[src/rtl/tia_dl_pkg.sv]
// Shared constants and helpers for the tia_dl latch bank.
// Optional feature macro: TIA_DL_BANK_EDGE_EN (rising-edge capture of in).
package tia_dl_pkg;

    localparam int N_DEF     = 4;
    localparam int CNT_W_DEF = 8;

    // Width of the "first set channel" index; never narrower than one bit.
    function automatic int first_w(input int n);
        return (n > 1) ? $clog2(n) : 1;
    endfunction

endpackage

[src/rtl/tia_dl_cell.sv]
// One latch channel: pending stage, output stage, per-channel clear and
// optional rising-edge capture of the set request.
// Optional feature macro: TIA_DL_BANK_EDGE_EN.
module tia_dl_cell (
    input  logic clk,
    input  logic r_n,
    input  logic in_bit,
    input  logic s1,
    input  logic s2,
    input  logic clr,
    output logic out,
    output logic set_evt
);

    logic pend_q, pend_d;
    logic out_q, out_d;
    logic cap;

`ifdef TIA_DL_BANK_EDGE_EN
    logic prev_q, prev_d;

    // Previous request value tracks in every cycle, independent of s1.
    always_comb begin
        prev_d = in_bit;
        cap    = in_bit & ~prev_q;
    end

    // Previous-request register for edge detection.
    always_ff @(posedge clk) begin
        if (!r_n) prev_q <= 1'b0;
        else      prev_q <= prev_d;
    end
`else
    // Level-sensitive capture: the request itself is the capture value.
    always_comb begin
        cap = in_bit;
    end
`endif

    // Set-only latching; transfer uses the pre-edge pending bit, clear wins.
    always_comb begin
        pend_d = pend_q;
        out_d  = out_q;
        if (s1) pend_d = pend_q | cap;
        if (s2) out_d  = out_q | pend_q;
        if (clr) begin
            pend_d = 1'b0;
            out_d  = 1'b0;
        end
    end

    // Channel state registers with synchronous active-low reset.
    always_ff @(posedge clk) begin
        if (!r_n) begin
            pend_q <= 1'b0;
            out_q  <= 1'b0;
        end else begin
            pend_q <= pend_d;
            out_q  <= out_d;
        end
    end

    assign out     = out_q;
    assign set_evt = out_d & ~out_q;

endmodule

[src/rtl/tia_dl_bank.sv]
// Bank of N latch channels with summary outputs (any, lowest set index)
// and a saturating count of output set events.
// Optional feature macro: TIA_DL_BANK_EDGE_EN (rising-edge capture of in).
module tia_dl_bank
    import tia_dl_pkg::*;
#(
    parameter int N     = N_DEF,
    parameter int CNT_W = CNT_W_DEF
) (
    input  logic                     clk,
    input  logic                     r_n,
    input  logic [N-1:0]             in,
    input  logic                     s1,
    input  logic                     s2,
    input  logic [N-1:0]             clr,
    input  logic                     clr_cnt,
    output logic [N-1:0]             out,
    output logic                     any,
    output logic [first_w(N)-1:0]    first,
    output logic [CNT_W-1:0]         count
);

    localparam int          FW      = first_w(N);
    localparam logic [31:0] CNT_MAX = (32'd1 << CNT_W) - 32'd1;

    logic [N-1:0]     set_evt;
    logic [CNT_W-1:0] count_q, count_d;
    logic [31:0]      evt_sum;
    logic [31:0]      cnt_sum;

    for (genvar g = 0; g < N; g++) begin : g_cell
        tia_dl_cell u_cell (
            .clk     (clk),
            .r_n     (r_n),
            .in_bit  (in[g]),
            .s1      (s1),
            .s2      (s2),
            .clr     (clr[g]),
            .out     (out[g]),
            .set_evt (set_evt[g])
        );
    end

    assign any = |out;

    // Lowest-index set channel wins; scanning downward lets it overwrite.
    always_comb begin
        first = '0;
        for (int i = N - 1; i >= 0; i--) begin
            if (out[i]) first = FW'(i);
        end
    end

    // Add this edge's set events and clamp at the counter's maximum.
    always_comb begin
        evt_sum = 32'd0;
        for (int i = 0; i < N; i++) begin
            evt_sum = evt_sum + {31'd0, set_evt[i]};
        end
        cnt_sum = {{(32 - CNT_W){1'b0}}, count_q} + evt_sum;
        if (clr_cnt)                count_d = '0;
        else if (cnt_sum > CNT_MAX) count_d = CNT_MAX[CNT_W-1:0];
        else                        count_d = cnt_sum[CNT_W-1:0];
    end

    // Event counter register with synchronous active-low reset.
    always_ff @(posedge clk) begin
        if (!r_n) count_q <= '0;
        else      count_q <= count_d;
    end

    assign count = count_q;

endmodule

[config.mk]
export PLATFORM = sky130hd
export DESIGN_NAME = tia_dl_bank
export DESIGN_NICKNAME = d
export VERILOG_FILES = /design/src/rtl/tia_dl_pkg.sv /design/src/rtl/tia_dl_cell.sv /design/src/rtl/tia_dl_bank.sv
export SDC_FILE = /design/constraint.sdc
export NUM_CORES = 1
export LEC_CHECK = 0
export ABC_CLOCK_PERIOD_IN_PS = 7800
export CAP_MARGIN = 20
export CORE_MARGIN = 2
export CORE_UTILIZATION = 46
export CTS_CLUSTER_SIZE = 24
export DETAILED_ROUTE_END_ITERATION = 8
export PLACE_DENSITY = 0.79
export SLEW_MARGIN = 25
export SYNTH_ARGS = -nofsm -noshare
export SYNTH_HDL_FRONTEND = slang
export SYNTH_SLANG_ARGS = --single-unit
[constraint.sdc]
create_clock -name clk -period 7.8 [get_ports clk]
set_clock_uncertainty 0.15 [all_clocks]
set_input_delay 1.56 -clock clk [delete_from_list [all_inputs] [get_ports clk]]
set_output_delay 1.56 -clock clk [all_outputs]
set_load 0.005 [all_outputs]
---- Word level (Yosys, flattened, before mapping) ----
Cells that the tools add are included.
word-level totals
  flip-flop bits (word level) ............. 16
  latch bits .............................. 0
  memory bits (writable) .................. 0
  memory bits (read-only) ................. 0
  input port bits ......................... 13
  output and inout bits ................... 15
  word-level logic and storage cells ...... 50
  memories kept ........................... 0
cells by class
  $add $sub $neg .......................... 4
  multipliers ............................. 0
  div/mod/pow operators ................... 0
  $lt $le $gt $ge ......................... 1
  equality and inequality tests ........... 0
  shift-type cells ........................ 0
  muxes and demuxes ....................... 13
  bitwise operators ....................... 17
  reduce and logical (&&, ||, !) cells .... 6
operators by type and width
  kind                  count
  $reduce_or A2 Y1      5
  $add A8 B4 Y9         1
  $gt A9 B8 Y1 const B  1
  $mux W1               8
  $mux W2               4
  $mux W8               1
  $or A1 B1 Y1          8
  $not A1 Y1            5
  $add A3 B1 Y4         1
  $and A1 B1 Y1         4
  $reduce_or A4 Y1      1
  $add A2 B1 Y3         1
  $add A1 B1 Y2         1

---- Depth between registers and ports, before layout ----
  depth in word-level cells ............... 10
  depth in mapped cells ................... 9
  gate-level depth less buffers ........... 9

---- Modules after synthesis ----
Synthesis repeated with hierarchy kept, for this count alone.
unflattened totals
  cell total of the unflattened synthesis .. 89
  area total of the unflattened synthesis .. 824.5 sq um
by module, submodules not included
  module       times used  cells an instance  area an instance (sq um)  sequential area each (sq um)
  tia_dl_bank  1           53                 464.2                     160.2
  tia_dl_cell  4           9                  90.1                      40.0

---- Worst setup path before layout ----
No wires, ideal clock.
  kind .................................... input to register
  start point ............................. input port s2
  end point ............................... register count_q[6], in the netlist count[6]
  setup time .............................. 0.078 ns
  arrival ................................. 3.841 ns
  required time ........................... 7.572 ns
  setup slack ............................. 3.731 ns
  stages on the path ...................... 9
  buffers on the path ..................... 1
  cells stage by stage .................... clkbuf_1 > nand3_1 > fa_1 > inv_1 > fa_1 > fa_1 > and4_2 > and4_1 > nor3_1
between the ends
  longest elaborated chain between the ends .. 9
  elaborated cells between the ends (all ways) .. 18
  those cells by class .................... 4 x add/sub; 1 x order compare; 9 x mux; 4 x bitwise
ends and longest elaborated chain
  item                  RTL line           text
  start, declared       tia_dl_bank.sv:14  input logic s2,
  $mux W1               tia_dl_cell.sv:45  if (s2) out_d = out_q | pend_q;
  $mux W1               tia_dl_cell.sv:46  if (clr) begin
  $and A1 B1 Y1         tia_dl_cell.sv:64  assign set_evt = out_d & ~out_q;
  $add A1 B1 Y2         tia_dl_bank.sv:58  evt_sum = evt_sum + {31'd0, set_evt[i]};
  $add A2 B1 Y3         tia_dl_bank.sv:58
  $add A3 B1 Y4 (*)     tia_dl_bank.sv:58
  $add A8 B4 Y9 (*)     tia_dl_bank.sv:60  cnt_sum = {{(32 - CNT_W){1'b0}}, count_q} + evt_sum;
  $gt A9 B8 Y1          tia_dl_bank.sv:62  else if (cnt_sum > CNT_MAX) count_d = CNT_MAX[CNT_W-1:0];
  $mux W8 (*)           tia_dl_bank.sv:62
  end signal, assigned  tia_dl_bank.sv:69  else count_q <= count_d;
  end, declared         tia_dl_bank.sv:27  logic [CNT_W-1:0] count_q, count_d;
Mark *: on every way between the ends. The rest lies on a longest branch, timed or not.
A chain may end at the register's enable or synchronous reset.

---- Final worst setup path ----
Same ends and word-level chain as after synthesis.

==> metrics <==
Syn-to-layout area delta 34.8%; NetSw 0.0000295 W; reg-to-reg startpoint g_cell[0].u_cell.out$_SDFF_PN0_; die width 45.6 µm; Max FO, Critical Path 8; antenna cell count 0; Static Leak 0.398 nW; hold_sp g_cell[0].u_cell.pend_q$_SDFFE_PP0P_; IO Port Bufs 27; most frequent cells in the layout clkdlybuf4s50_1 (27), dfxtp_1 (16), a21oi_1 (15), nor2_1 (14), inv_1 (8); CTS root buf clkbuf_4; CP Cell Sequence clkdlybuf4s50_1 -> nand3_1 -> fa_1 -> inv_1 -> fa_1 -> fa_1 -> and4_2 -> and4_1 -> nor3_1; cell area after synthesis 795 µm²; Worst-Skew Late Latency 0.28 ns; layout cells sized above 1 6.67%; number of global-route vias before repair 645; FILL cells 158; Routed Antenna Nets 0; peak supply drop 0.105 mV; largest net degree at the start of global routing 10; commonest non-fill, non-tap cell in the layout clkdlybuf4s50_1; asr flop ratio synth 0%; share of the synthesized area in the top cell type 40.3%; Synth Area in Simple Gates 25.5%; post-synth top area cell dfxtp_1; adder-cell share of the synthesized area 9.13%; Most used DFF post-synth dfxtp_1; die area 2080 µm²; type of the worst setup path in2reg; WL final 1660 µm; Worst Setup Start Kind input port; proportion of synthesized area in mux cells 1.42%; DP Area 1050 µm²; hold path cells 2; via count 733; highest metal layer with signal wires met4; worst min-delay path class reg2reg; met1 WL 721 µm; clock buffer depth 2; Rows 15; Synth Net Count 113; register area share after synthesis 40.3%; Critical Path End Type flop; compound-gate portion of the synthesized area 14.0%; CTS tree yes; most frequent cell on the critical path fa_1; required time at the worst-slack endpoint 7.86 ns; Sw Share 21.2%; RSZ-0062 raised after global routing false; Mapped Avg Cell Area 8.28 µm²; initial antenna violation count 0; clock sinks 16; Comb pwr share 10.4%; worst path bufs/invs 2; Max-Cap Viols 0; CTS H-tree depth 1; Initial DRT Pass Iterations 4; Vias/cell 5.35; post-route clock period utilization 55.2%; number of synthesized register bits 16; DRC violations left 0; Power Density 130 nW/µm²; cell family with most CP delay adder cells; postcts setup bufs 0; dpl hpwl 1300 µm; met2 wire length 800 µm; crit-path max cell delay 0.61 ns; Routed WL per cell 12.1 µm; Yosys Warn Count 0; Area contributors post-synth dfxtp_1 (40%), a21oi_1 (9.4%), fa_1 (7.6%), nor2_1 (6.6%), nand2b_1 (3.9%); Nets 139; IO Pins 28; status completed; Hold Buf Count CTS 0; Synth cell types 24; final hold viol count 0; Flop pwr share 60.1%; core area 1670 µm²; global-route wire length before repair 2670 µm; largest family of logic cells by synthesized area simple AND/OR/NAND/NOR gates; Design Area, Final 1070 µm²; met3 WL 110 µm; Worst R2R Path Depth 9; cts repair resizes 0; Setup TNS 0 ns; slowest CP cell clkdlybuf4s50_1; Pint 0.000110 W; gr ovfl total 0; max-slew violation count 0; worst path arrival time 4.37 ns; fmax 232 MHz; Worst-Margin Slew 0.363 ns; Inserted Clock Buffers 3; Tmin final 4.31 ns; CTS clock-pin slew for the worst setup and hold paths 0.08 ns; post-synthesis cell count 96; critical path depth in cells 9; Crit. Startpoint s2; XOR/XNOR Fraction of Synth Area 1.10%; PnR worst setup slack 3.49 ns; Max-slew headroom 75.8%; Initial DRC Count 7; Clk pwr share 29.4%; Place WS 3.17 ns; Starting Density 47.6%; Final setup violation count 0; Post-synth EDFFs 0; RePlAce Congestion 0.748; die height 45.6 µm; GR Util All Layers 18.2%
==> metal layers <==
metal | global-route usage (%) | up-vias
met5 | 0 | -
met4 | 10.6 | 0
met3 | 4.37 | 4
met2 | 29.6 | 24
met1 | 21.5 | 334
li1 | - | 371
==> worst paths after layout <==
kind / end / slack [ns]
min: g_cell[0].u_cell.pend_q$_SDFFE_PP0P_ / 0.36
max reg2reg: count[6]$_SDFF_PP0_ / 4.96
max: count[6]$_SDFF_PP0_ / 3.49
min reg2reg: g_cell[0].u_cell.pend_q$_SDFFE_PP0P_ / 0.36
==> layout make-up <==
class	instances	area (µm²)	area share, %
clock buffers	3	22.5	2.10
inverters	8	30.0	2.80
multi-input cells	66	407	38.0
flip-flops and latches	16	320	29.9
well taps	17	21.3	1.99
repair buffers	27	270	25.2
==> tightest hold or removal path, cell delays in order, from the launching register on <==
cell and delay, ns:
dfxtp_1 0.36, a21oi_1 0.05, nor2_1 0.07
==> registers in the layout (all words and copies together) (netlist names) <==
register / count
count: 8
g_cell.u_cell.out: 4
g_cell.u_cell.pend_q: 4
==> power by group through the flow <==
stage | Sequential (W) | Clock [W] | Combinational [W]
floorplan | 0.0000853 | 0 | 0.00000585
global placement | 0.0000856 | 0 | 0.0000144
detailed placement | 0.0000856 | 0 | 0.0000144
CTS | 0.0000837 | 0.0000432 | 0.0000146
global route | 0.0000838 | 0.0000463 | 0.0000163
finish | 0.0000836 | 0.0000409 | 0.0000145
==> cells in the mapped netlist, types with 3 or more instances <==
cell type and number:
dfxtp_1 16, nor3_1 5, inv_1 8, nor2_1 14, a31oi_1 3, nand2b_1 5, nand3_1 3, nand2_1 4
fa_1 3, a21oi_1 15, buf_4 4
==> logic make-up after synthesis <==
logic type,count (synthesis)
adder cells (fa/ha/maj),4
multiplexers,1
AO/OA/AOI/OAI,21
flip-flops,16
buffers and inverters,14
AND/OR/NAND/NOR,39
XOR/XNOR,1
==> stage by stage <==
| step | total power (W) | util [%] | hold WS, ns | cells |
|---|---|---|---|---|
| 6_report | 0.000139 | 64.1 | 0.358 | 137 |
| 2_1_floorplan | 0.0000912 | - | 0.308 | 96 |
| 5_1_grt | 0.000146 | 64.1 | 0.409 | 137 |
| 3_5_place_dp | 0.000100 | 62.8 | 0.348 | 134 |
| 3_3_place_gp | 0.000100 | 62.8 | 0.340 | 134 |
| 4_1_cts | 0.000141 | 64.1 | 0.368 | 137 |
(Power assumes the default switching activity.)
